==> src/rtl/bcd_pkg.sv <==
// Shared defaults, FSM encoding and BCD range helpers for the BCD converter arbiter.
package bcd_pkg;

  localparam int unsigned BinWDefault   = 20;
  localparam int unsigned DigitsDefault = 6;

  // Largest value representable in DigitsDefault BCD digits.
  localparam logic [63:0] BcdLimitDefault = 64'd999999;

  typedef enum logic [1:0] {
    StIdle  = 2'd0,
    StShift = 2'd1,
    StDone  = 2'd2
  } bcd_state_e;

  // 10^digits - 1 for an arbitrary digit count (valid up to 19 digits).
  function automatic logic [63:0] bcd_limit(input int unsigned digits);
    logic [63:0] r;
    r = 64'd1;
    for (int unsigned i = 0; i < digits; i++) begin
      r = r * 64'd10;
    end
    return r - 64'd1;
  endfunction

endpackage

==> src/rtl/bcd_dabble_step.sv <==
// One double-dabble iteration: add 3 to every digit >= 5, then shift in one operand bit.
module bcd_dabble_step #(
  parameter int unsigned DIGITS = 6
) (
  input  logic [4*DIGITS-1:0] acc,
  input  logic                shift_bit,
  output logic [4*DIGITS-1:0] next_acc
);

  logic [4*DIGITS-1:0] adj;

  always_comb begin
    adj = acc;
    for (int unsigned d = 0; d < DIGITS; d++) begin
      if (acc[4*d +: 4] >= 4'd5) begin
        adj[4*d +: 4] = acc[4*d +: 4] + 4'd3;
      end
    end
    next_acc = {adj[4*DIGITS-2:0], shift_bit};
  end

endmodule

==> src/rtl/bcd_conv_arbiter.sv <==
// Shared binary-to-BCD converter serving N_REQ requesters through a one-hot grant.
// Define BCD_ARB_ROUND_ROBIN_EN for round-robin arbitration; default is fixed priority.
module bcd_conv_arbiter
  import bcd_pkg::*;
#(
  parameter int unsigned N_REQ  = 2,
  parameter int unsigned BIN_W  = BinWDefault,
  parameter int unsigned DIGITS = DigitsDefault
) (
  input  logic                       clk,
  input  logic                       reset_n,
  input  logic [N_REQ-1:0]           req_valid,
  input  logic [N_REQ*BIN_W-1:0]     req_bin,
  output logic [N_REQ-1:0]           req_ready,
  output logic                       rsp_valid,
  input  logic                       rsp_ready,
  output logic [$clog2(N_REQ)-1:0]   rsp_id,
  output logic [4*DIGITS-1:0]        rsp_bcd,
  output logic                       rsp_ovf,
  output logic                       busy
);

  localparam int unsigned IdW  = $clog2(N_REQ);
  localparam int unsigned BcdW = 4 * DIGITS;
  localparam int unsigned CntW = $clog2(BIN_W + 1);
  localparam logic [63:0]     Limit    = bcd_limit(DIGITS);
  localparam logic [BcdW-1:0] AllNines = {DIGITS{4'h9}};

  bcd_state_e      state_q;
  logic [CntW-1:0] cnt_q;
  logic [BcdW-1:0] acc_q;
  logic [BcdW-1:0] next_acc;
  logic [BIN_W-1:0] operand_q;
  logic            op_ovf_q;
  logic [IdW-1:0]  id_q;
  logic [BcdW-1:0] bcd_q;
  logic            valid_q;
  logic            rsp_ovf_q;
  logic            busy_q;

  logic [N_REQ-1:0] grant;
  logic [IdW-1:0]   grant_idx;
  logic             grant_any;
  logic [BIN_W-1:0] sel_bin;
  logic             sel_ovf;

`ifdef BCD_ARB_ROUND_ROBIN_EN
  logic [IdW-1:0] last_q;

  // Search begins just after the most recently granted requester.
  always_comb begin
    logic [IdW-1:0] idx;
    grant_idx = '0;
    grant_any = 1'b0;
    idx       = '0;
    for (int unsigned k = 1; k <= N_REQ; k++) begin
      idx = IdW'((32'(last_q) + k) % N_REQ);
      if (!grant_any && req_valid[idx]) begin
        grant_any = 1'b1;
        grant_idx = idx;
      end
    end
  end

  always_ff @(posedge clk or negedge reset_n) begin
    if (!reset_n) begin
      last_q <= IdW'(N_REQ - 1);
    end else if (state_q == StIdle && grant_any) begin
      last_q <= grant_idx;
    end
  end
`else
  always_comb begin
    grant_idx = '0;
    grant_any = |req_valid;
    for (int k = int'(N_REQ) - 1; k >= 0; k--) begin
      if (req_valid[k]) begin
        grant_idx = IdW'(k);
      end
    end
  end
`endif

  always_comb begin
    grant = '0;
    if (grant_any) begin
      grant[grant_idx] = 1'b1;
    end
    req_ready = (state_q == StIdle) ? grant : '0;
    sel_bin   = req_bin[32'(grant_idx) * BIN_W +: BIN_W];
    sel_ovf   = 64'(sel_bin) > Limit;
  end

  bcd_dabble_step #(
    .DIGITS (DIGITS)
  ) u_step (
    .acc       (acc_q),
    .shift_bit (operand_q[BIN_W-1]),
    .next_acc  (next_acc)
  );

  // Shifts run for cnt 0..BIN_W-1; the cycle at cnt == BIN_W registers the result.
  always_ff @(posedge clk or negedge reset_n) begin
    if (!reset_n) begin
      state_q   <= StIdle;
      cnt_q     <= '0;
      acc_q     <= '0;
      operand_q <= '0;
      op_ovf_q  <= 1'b0;
      id_q      <= '0;
      bcd_q     <= '0;
      valid_q   <= 1'b0;
      rsp_ovf_q <= 1'b0;
      busy_q    <= 1'b0;
    end else begin
      unique case (state_q)
        StIdle: begin
          if (grant_any) begin
            operand_q <= sel_bin;
            op_ovf_q  <= sel_ovf;
            id_q      <= grant_idx;
            acc_q     <= '0;
            cnt_q     <= '0;
            busy_q    <= 1'b1;
            state_q   <= StShift;
          end
        end
        StShift: begin
          if (cnt_q == CntW'(BIN_W)) begin
            bcd_q     <= op_ovf_q ? AllNines : acc_q;
            rsp_ovf_q <= op_ovf_q;
            valid_q   <= 1'b1;
            state_q   <= StDone;
          end else begin
            acc_q     <= next_acc;
            operand_q <= operand_q << 1;
            cnt_q     <= cnt_q + CntW'(1);
          end
        end
        StDone: begin
          if (rsp_ready) begin
            bcd_q     <= '0;
            rsp_ovf_q <= 1'b0;
            valid_q   <= 1'b0;
            busy_q    <= 1'b0;
            state_q   <= StIdle;
          end
        end
        default: begin
          state_q <= StIdle;
          valid_q <= 1'b0;
          busy_q  <= 1'b0;
        end
      endcase
    end
  end

  assign rsp_valid = valid_q;
  assign rsp_id    = id_q;
  assign rsp_bcd   = bcd_q;
  assign rsp_ovf   = rsp_ovf_q;
  assign busy      = busy_q;

endmodule
==> config.mk <==
export PLATFORM = sky130hd
export DESIGN_NAME = bcd_conv_arbiter
export DESIGN_NICKNAME = d
export VERILOG_FILES = /design/src/rtl/bcd_pkg.sv /design/src/rtl/bcd_dabble_step.sv /design/src/rtl/bcd_conv_arbiter.sv
export SDC_FILE = /design/constraint.sdc
export NUM_CORES = 1
export LEC_CHECK = 0
export ABC_AREA = 1
export CAP_MARGIN = 20
export CORE_MARGIN = 1
export CORE_UTILIZATION = 58
export DETAILED_ROUTE_END_ITERATION = 7
export PLACE_DENSITY = 0.86
export SLEW_MARGIN = 20
export SYNTH_ARGS = -nofsm -noshare
export SYNTH_HDL_FRONTEND = slang
export SYNTH_SLANG_ARGS = --single-unit
==> constraint.sdc <==
create_clock -name clk -period 3.1 [get_ports clk]
set_clock_uncertainty 0.15 [all_clocks]
set_input_delay 0.62 -clock clk [delete_from_list [all_inputs] [get_ports clk]]
set_output_delay 0.62 -clock clk [all_outputs]
set_load 0.05 [all_outputs]
==> flow_summary.ini, run 1 <==
[logic_synthesis]
synth_top_cell_area_share_pct = 45.40
synth_area_leader_cell = dfrtp_1
synth_sequential_area_ratio_pct = 45.40
ys_ff_latch = 80
syn_area_mm2 = 0.004409
synthFlopType = dfrtp_1
yosysMostFrequentCell = nand2_1
ys_warn_count = 0
postSynthCellCount = 537
synthArstFlopShare_pct = 100.0
synth.cells.most_frequent = 113 x nand2_1, 80 x dfrtp_1, 69 x nor2_1
synth.net_count = 596
avgSynthCellArea_um2 = 8.211
synth_edf_count = 0
synthDistinctLibCells = 28
synth_area_leaders = dfrtp_1 45%, nand2_1 9.6%, nor2_1 5.9%

[grt]
antenna_found_initial = 0
grt_max_degree = 81
grtUsageTotal_pct = 27.11
grt_pass1_wl_mm = 16.52
grtUsageMet1_pct = 33.87
gr-total-overflow = 0
busiest_layer = met2
use_met3_pct = 4.801
grtUsageMet2_pct = 46.98
grt_pass1_vias = 3734

[placement]
portBuffers = 74
hpwl_mm = 6.903
pre_cts_ws_ns = 0.4282
gp_congestion = 0.8774

[timing]
finalSetupTns_ns = 0
finalHoldViolCount = 0
tightest_slew_ns = 0.7466
slew_viol_final = 0
maxSlewHeadroom_pct = 50.05
rsz0062_at_grt = no
finalCritPeriodShare_pct = 79.22
min_period_ns = 2.456
fmaxAchievable_mhz = 407.2
setup_ws_ns = 0.6443
setup_viol = 0

[cells_and_area]
n_fill_cell = 570
antenna_cells = 0
nets = 664
area_delta_synth_final_pct = 23.30
drive_gt1_share_pct = 11.31

[pwr]
p_switching_w = 0.002683
powerDensity_mw_per_mm2 = 1085
p_clk_share_pct = 16.0
combPwrFrac_pct = 51.9
ir_drop_mv = 0.4509
swShare_pct = 45.48
intPower_w = 0.003217
p_seq_share_pct = 32.2
p_leak_nw = 2.614

[die]
ios = 75
start_util_pct = 60.47
die-area_mm2 = 0.007955
die_x_um = 89.19
core-area_mm2 = 0.007292
rows = 31
die_y_um = 89.19

[clock_network]
cts_tree = built
postCtsSetupRepairBufs = 0
cts_resized = 0
cts_buffers = 9
htree_num_levels = 3
cts_root_buf = clkbuf_8
cts_sinks = 80
clock_latency_ns = 0.35
clockBufferDepth = 2
cts_hold_buf = 0
clk_pin_slew_ns = 0.09

[run_status]
outcome = finished clean

[worst_setup_path]
critPathCaptureType = output port
cp_top_family = buffers and inverters
crit_path_max_incr_delay_ns = 0.61
startpoint_type = primary input
critPathBufInv = 2
path_cells = clkdlybuf4s50_1 -> nand2_2 -> nor2_1 -> buf_12
arrival_ns = 1.69
cp_slowest_cell = clkdlybuf4s50_1
crit_required_ns = 2.33
path_max_fanout = 7
critical_path_class = in2out

[drt]
ant_nets = 0
drt_iter0_drc = 252
drc = 0
vias = 3800
routed_wirelength_mm = 9.828
via_per_inst = 5.360
firstDrtPassIters = 4
wl_per_cell_um = 13.86

[flow_run]
drv_cap = 0

[hold_path]
hold_path_class = in2async
## final cells by class
type | instances | area [um^2] | area share (%)
multi-input cells | 377 | 2016 | 37.08
flip-flops and latches | 80 | 2002 | 36.82
repair buffers | 83 | 838.3 | 15.42
inverters | 54 | 205.2 | 3.774
clock buffers | 10 | 137.6 | 2.532
well taps | 99 | 123.9 | 2.278
clock inverters | 6 | 113.9 | 2.094
## power groups by stage
stage,Combinational [W],Sequential [W],Clock (W)
global route,0.00338,0.00195,0.000997
global placement,0.00289,0.00187,0
floorplan,0.00189,0.00226,0
finish,0.00306,0.00190,0.000943
detailed placement,0.00303,0.00190,0
CTS,0.00308,0.00189,0.000957
## logic make-up after synthesis
group / after synthesis / share of synthesized area (%)
fa+ha+maj: 14 / 3.973
compound gates: 109 / 16.77
xor+xnor: 11 / 2.185
simple gates: 243 / 22.79
buf+inv: 80 / 8.882
flops: 80 / 45.40
## state kept, by name (all words and copies together), names as in the netlist
register   count
rsp_bcd       24
acc_q         24
busy           1
rsp_ovf        1
state_q        2
operand_q     20
rsp_valid      1
cnt_q          5
op_ovf_q       1
rsp_id         1
## path summary, 6_finish.rpt
| path | from | cells after the start | slack, ns | to |
|---|---|---|---|---|
| setup / recovery | req_valid[1] | 4 | 0.64 | req_ready[1] |
| hold / removal | reset_n | 1 | 0.07 | rsp_bcd[23] |
| setup reg to reg | cnt_q[0] | 8 | 1.02 | operand_q[9] |
| hold reg to reg | busy | 2 | 0.33 | busy |
| max in group asynchronous | reset_n | 2 | 2.14 | acc_q[18] |
| min in group clk | busy | 2 | 0.33 | busy |
## per-stage QoR
stage | total power [W] | cells | instance area, um^2 | hold WS, ns | utilization [%]
floorplan | 0.004152 | 537 | 4409 | 0.1744 | -
global placement | 0.004760 | 692 | 5165 | 0.3056 | 70.83
detailed placement | 0.004930 | 692 | 5165 | 0.3121 | 70.83
CTS | 0.005918 | 708 | 5416 | 0.3110 | 74.28
global route | 0.006326 | 709 | 5436 | 0.1002 | 74.55
finish | 0.005901 | 709 | 5436 | 0.07093 | 74.55
## cell usage in the layout (no fill, tap or decap), drive strengths merged
| master | n |
|---|---|
| nand2 | 118 |
| dfrtp | 80 |
| clkdlybuf4s50 | 71 |
| nor2 | 69 |
| o21ai | 68 |
| inv | 55 |
| nand3 | 46 |
| a21oi | 19 |
| o22ai | 15 |
| ha | 14 |
| buf | 12 |
| xor2 | 11 |
| clkbuf | 10 |
| o211ai | 7 |
| nor3 | 5 |
| bufinv | 3 |
| nand3b | 2 |
| clkinvlp | 2 |
| or2 | 1 |
| nor3b | 1 |
| nand4 | 1 |
## per-layer routing
layer	vias up	wire [um]
met5	-	0
met4	0	143
met3	16	503
met2	118	4993
met1	1786	4188
li1	1880	-
(Power assumes the default switching activity.)
==> inputs of run 2 (changes only) <==
CORE_UTILIZATION = 53   (was 58)
PLACE_DENSITY = 0.8   (was 0.86)
clock period = 2.3 ns   (was 3.1 ns; I/O delays follow)
==> run 2 against run 1 <==
  * Clock power is 28% higher
  * Total power up 35%
  * Via count grew 0.92%
  * Core utilization shrank 4.7 points
  * Critical path depth down 3
  * Design area up 1.4%
  * Flip-flop and latch count stayed put
  * Die area grew 9.2%
  * Combinational power rose by 37%
  * Largest cell class unchanged
  * Largest power group unchanged
==> flow_summary.ini, run 2 (synthesized netlist as in run 1, its figures left out) <==
[run_status]
outcome = finished clean

[grt]
gr-total-overflow = 0
grtUsageTotal_pct = 25.04
grt_max_degree = 55
grt_pass1_wl_mm = 16.95
grt_pass1_vias = 3680
antenna_found_initial = 0

[die]
core-area_mm2 = 0.007888
die_x_um = 93.21
start_util_pct = 55.90
die-area_mm2 = 0.008688
ios = 75
rows = 32
die_y_um = 93.21

[cells_and_area]
mostFrequentLayoutCells = 113 x nand2_1, 80 x dfrtp_1, 71 x clkdlybuf4s50_1, 69 x nor2_1, 51 x inv_1
utilization_pct = 69.86
nets = 669
n_fill_cell = 632
antenna_cells = 0
layout_commonest_cell = nand2_1
area_delta_synth_final_pct = 24.97
drive_gt1_share_pct = 11.87

[worst_setup_path]
ff2ff_setup_slack_ns = 0.38
crit_path_max_incr_delay_ns = 0.81
path_cells = clkdlybuf4s50_1
critPathCapture = rsp_bcd[16]
critPathCaptureType = output port
cp_top_family = buffers and inverters
startpoint_type = flop
crit_required_ns = 1.69
r2r_end = operand_q[12]
arrival_ns = 1.55
critical_path_class = reg2out
reg2reg_depth = 9
rr_startpoint = cnt_q[0]
path_max_fanout = 2
critPathBufInv = 1
cp.depth = 1
cp-startpoint = rsp_bcd[16]
cp_slowest_cell = clkdlybuf4s50_1

[timing]
rsz0062_at_grt = no
tightest_slew_ns = 0.6249
finalCritPeriodShare_pct = 93.84
min_period_ns = 2.158
maxSlewHeadroom_pct = 58.34
slew_viol_final = 0
finalSetupTns_ns = 0
fmaxAchievable_mhz = 463.3
setup_viol = 0
finalHoldViolCount = 0

[drt]
firstDrtPassIters = 4
wl_per_cell_um = 13.98
routed_wirelength_mm = 10.03
vias = 3835
drt_iter0_drc = 176
ant_nets = 0
drc = 0
via_per_inst = 5.349

[pwr]
total_power_w = 0.007945
powerDensity_mw_per_mm2 = 1442
p_leak_nw = 2.652
ir_drop_mv = 0.6061

[clock_network]
clock_latency_ns = 0.36
cts_tree = built
postCtsSetupRepairBufs = 0
cts_root_buf = clkbuf_8
cts_sinks = 80
cts_buffers = 9
cts_resized = 0
clockBufferDepth = 2
clk_pin_slew_ns = 0.09
htree_num_levels = 3

[placement]
gp_congestion = 0.8508
hpwl_mm = 7.228
portBuffers = 74

[hold_path]
hold_path_class = reg2reg
whs_path_depth = 2

[flow_run]
drv_cap = 0
-- run 2: changes by cell type in the layout (fill, tap and decap cells not counted) --
| cell | previous run | this run |
|---|---|---|
| inv_6 | 1 | 2 |
| bufinv_16 | 3 | 2 |
| dlygate4sd3_1 | 0 | 1 |
| inv_8 | 0 | 2 |
| clkinvlp_4 | 2 | 1 |
| clkbuf_8 | 10 | 9 |
| buf_12 | 3 | 7 |
-- run 2: final cells by class --
type	instances	area [um^2]	area share, %
Clock inverter	7	107.6	1.953
Tap cell	102	127.6	2.316
Multi-Input combinational cell	377	2016	36.58
Clock buffer	9	123.9	2.248
Inverter	54	205.2	3.724
Timing Repair Buffer	88	928.4	16.85
Sequential cell	80	2002	36.33
-- run 2: power by group --
| group | switching [W] | leakage (nW) | internal (W) |
|---|---|---|---|
| Combinational | 0.00258 | 1.56 | 0.00161 |
| Sequential | 0.000498 | 0.978 | 0.00204 |
| Clock | 0.000576 | 0.114 | 0.000634 |
-- run 2: metal layers --
metal	global-route usage, %	vias to the layer above	part of all wire [%]
met5	0	-	0
met4	8.462	0	1.7
met3	4.878	19	4.1
met2	41.18	91	48
met1	33.21	1824	46
li1	-	1901	-
-- run 2: worst min-delay path by stage --
stage / from / endpoint / slack (ns)
3_3_place_gp: reset_n / busy / 0.25
5_1_grt: operand_q[1] / operand_q[1] / 0.36
3_5_place_dp: reset_n / busy / 0.25
6_report: busy / busy / 0.33
2_1_floorplan: reset_n / acc_q[0] / 0.01
4_1_cts: busy / busy / 0.34
-- run 2: repair_timing --
action                                  in CTS  in global routing
endpoints found under the setup margin       0                  0
endpoints found under the hold margin       26                  0
hold buffers                                 1                  0
-- run 2: stage by stage --
| step | worst slack [ns] | cells | hold slack, ns | instance area (um^2) |
|---|---|---|---|---|
| floorplan | 0.2048 | 537 | 0.01441 | 4409 |
| global placement | 0.1418 | 700 | 0.2485 | 5269 |
| CTS | 0.1446 | 717 | 0.3380 | 5510 |
| global route | 0.09224 | 717 | 0.3590 | 5510 |
| detailed placement | 0.08368 | 700 | 0.2516 | 5269 |
| finish | 0.1417 | 717 | 0.3305 | 5510 |
==> inputs of run 3 (changes only) <==
CORE_ASPECT_RATIO = 0.7   (was unset)
==> run 3 against run 2 <==
  * The run now ends with DRC left
  * Setup slack worse by 0.055 ns
  * Global-route usage up 2.2 points
  * Maximum frequency shrank 2.5%
  * Largest power group unchanged
==> flow_summary.ini, run 3 (synthesized netlist as in run 1, its figures left out) <==
[drt]
firstDrtPassIters = 7
via_per_inst = 5.396
drc = 12
wl_per_cell_um = 15.27
drt_iter0_drc = 378
routed_wirelength_mm = 10.98
vias = 3880
ant_nets = 0

[grt]
grt_max_degree = 47
grt_pass1_wl_mm = 18.76
antenna_found_initial = 0
gr-total-overflow = 0
grtUsageTotal_pct = 27.26
grt_pass1_vias = 3760

[cells_and_area]
fin_area_mm2 = 0.005589
area.sequential_mm2 = 0.002002
mostFrequentLayoutCells = 113 x nand2_1, 80 x dfrtp_1, 71 x clkdlybuf4s50_1, 69 x nor2_1, 51 x inv_1
layout_commonest_cell = nand2_1
utilization_pct = 70.10
antenna_cells = 0
drive_gt1_share_pct = 12.30
area_delta_synth_final_pct = 26.76
n_fill_cell = 606
nets = 672
multiInputGateArea_mm2 = 0.002016

[timing]
finalHoldViolCount = 0
slew_viol_final = 0
whs_ns = 0.3286
setup_viol = 0
tightest_slew_ns = 0.6184
fmaxAchievable_mhz = 451.8
rsz0062_at_grt = no
min_period_ns = 2.213
finalCritPeriodShare_pct = 96.23
finalSetupTns_ns = 0
maxSlewHeadroom_pct = 58.77

[pwr]
ir_drop_mv = 0.6285
powerDensity_mw_per_mm2 = 1489
p_leak_nw = 2.698
total_power_w = 0.008323

[die]
rows = 27
start_util_pct = 55.30
core-area_mm2 = 0.007973
die_y_um = 78.31
ios = 75
die_x_um = 111.0
die-area_mm2 = 0.008694

[worst_setup_path]
startpoint_type = primary input
cp_top_family = buffers and inverters
rr_startpoint = cnt_q[0]
critPathCaptureType = output port
crit_path_max_incr_delay_ns = 0.47
critical_path_class = in2out
crit_required_ns = 1.69
cp-startpoint = req_valid[0]
critPathBufInv = 3
path_max_fanout = 9
path_cells = clkdlybuf4s50_1 -> inv_2 -> nand2_2 -> nor2_1 -> buf_12
cp_slowest_cell = clkdlybuf4s50_1
arrival_ns = 1.60

[clock_network]
htree_num_levels = 3
clockBufferDepth = 2
cts_tree = built
cts_buffers = 9
cts_sinks = 80
clk_pin_slew_ns = 0.06
clock_latency_ns = 0.34
cts_root_buf = clkbuf_16

[run_status]
failed_checks = DRC
outcome = finished, violations left

[hold_path]
min_from = busy
hold_path_class = reg2reg

[placement]
portBuffers = 74
gp_congestion = 0.8246
hpwl_mm = 7.754
place_area_mm2 = 0.005265

[flow_run]
drv_cap = 0
[run 3: changes by cell type in the layout (fill, tap and decap cells not counted), moves of 2 or more]
| cell | previous run | this run |
|---|---|---|
| inv_8 | 2 | 0 |
| buf_4 | 9 | 14 |
| clkbuf_8 | 9 | 2 |
| buf_12 | 7 | 5 |
| clkbuf_16 | 0 | 9 |
[run 3: what timing repair did]
item                                   CTS  global route
hold buffers                             1             0
endpoints found under the hold margin   32             0
resized for setup                        0             0
buffers inserted                         0             0
[run 3: path summary, 6_finish.rpt]
kind,end,slack [ns],depth (start not counted)
max reg2reg,acc_q[4],0.32,8
min in group asynchronous,operand_q[4],0.46,2
min,busy,0.33,2
min reg2reg,busy,0.33,2
max,req_ready[1],0.09,5
max in group asynchronous,rsp_bcd[19],0.92,3
[run 3: final cells by class]
type	instances	share of cell area, %
tap	101	2.261
multi-input combinational	377	36.06
clock buffer	11	4.522
timing repair buffer	91	16.57
inverter	54	3.671
clock inverter	5	1.097
sequential	80	35.82
[run 3: through the flow]
| stage | setup WS (ns) | cells |
|---|---|---|
| 6_report | 0.08679 | 719 |
| 5_1_grt | 0.005578 | 719 |
| 4_1_cts | 0.08732 | 719 |
| 3_5_place_dp | 0.08572 | 702 |
| 3_3_place_gp | 0.1332 | 702 |
| 2_1_floorplan | 0.2048 | 537 |
[run 3: routing by layer]
layer	GRT usage, %	vias up	wire (um)	share of wire (%)
met4	6.081	0	137	1.2
met3	7.259	14	785	7.2
met1	38.26	1824	5037	46
met5	0	-	0	0
met2	42.52	142	5019	46
li1	-	1900	-	-
[run 3: report_power, final]
group | internal, W | leakage, nW | total [W] | switching [W]
clock | 0.000908 | 0.157 | 0.00149 | 0.000587
combinational | 0.00160 | 1.56 | 0.00424 | 0.00264
sequential | 0.00205 | 0.978 | 0.00259 | 0.000536
[run 3: worst reg2reg max path, delay by kind of cell (launching register included)]
kind / cells / cell delay [ns]
compound gates: 3 / 0.53
fa+ha+maj: 1 / 0.18
buf+inv: 3 / 0.48
flops: 1 / 0.39
simple gates: 1 / 0.12
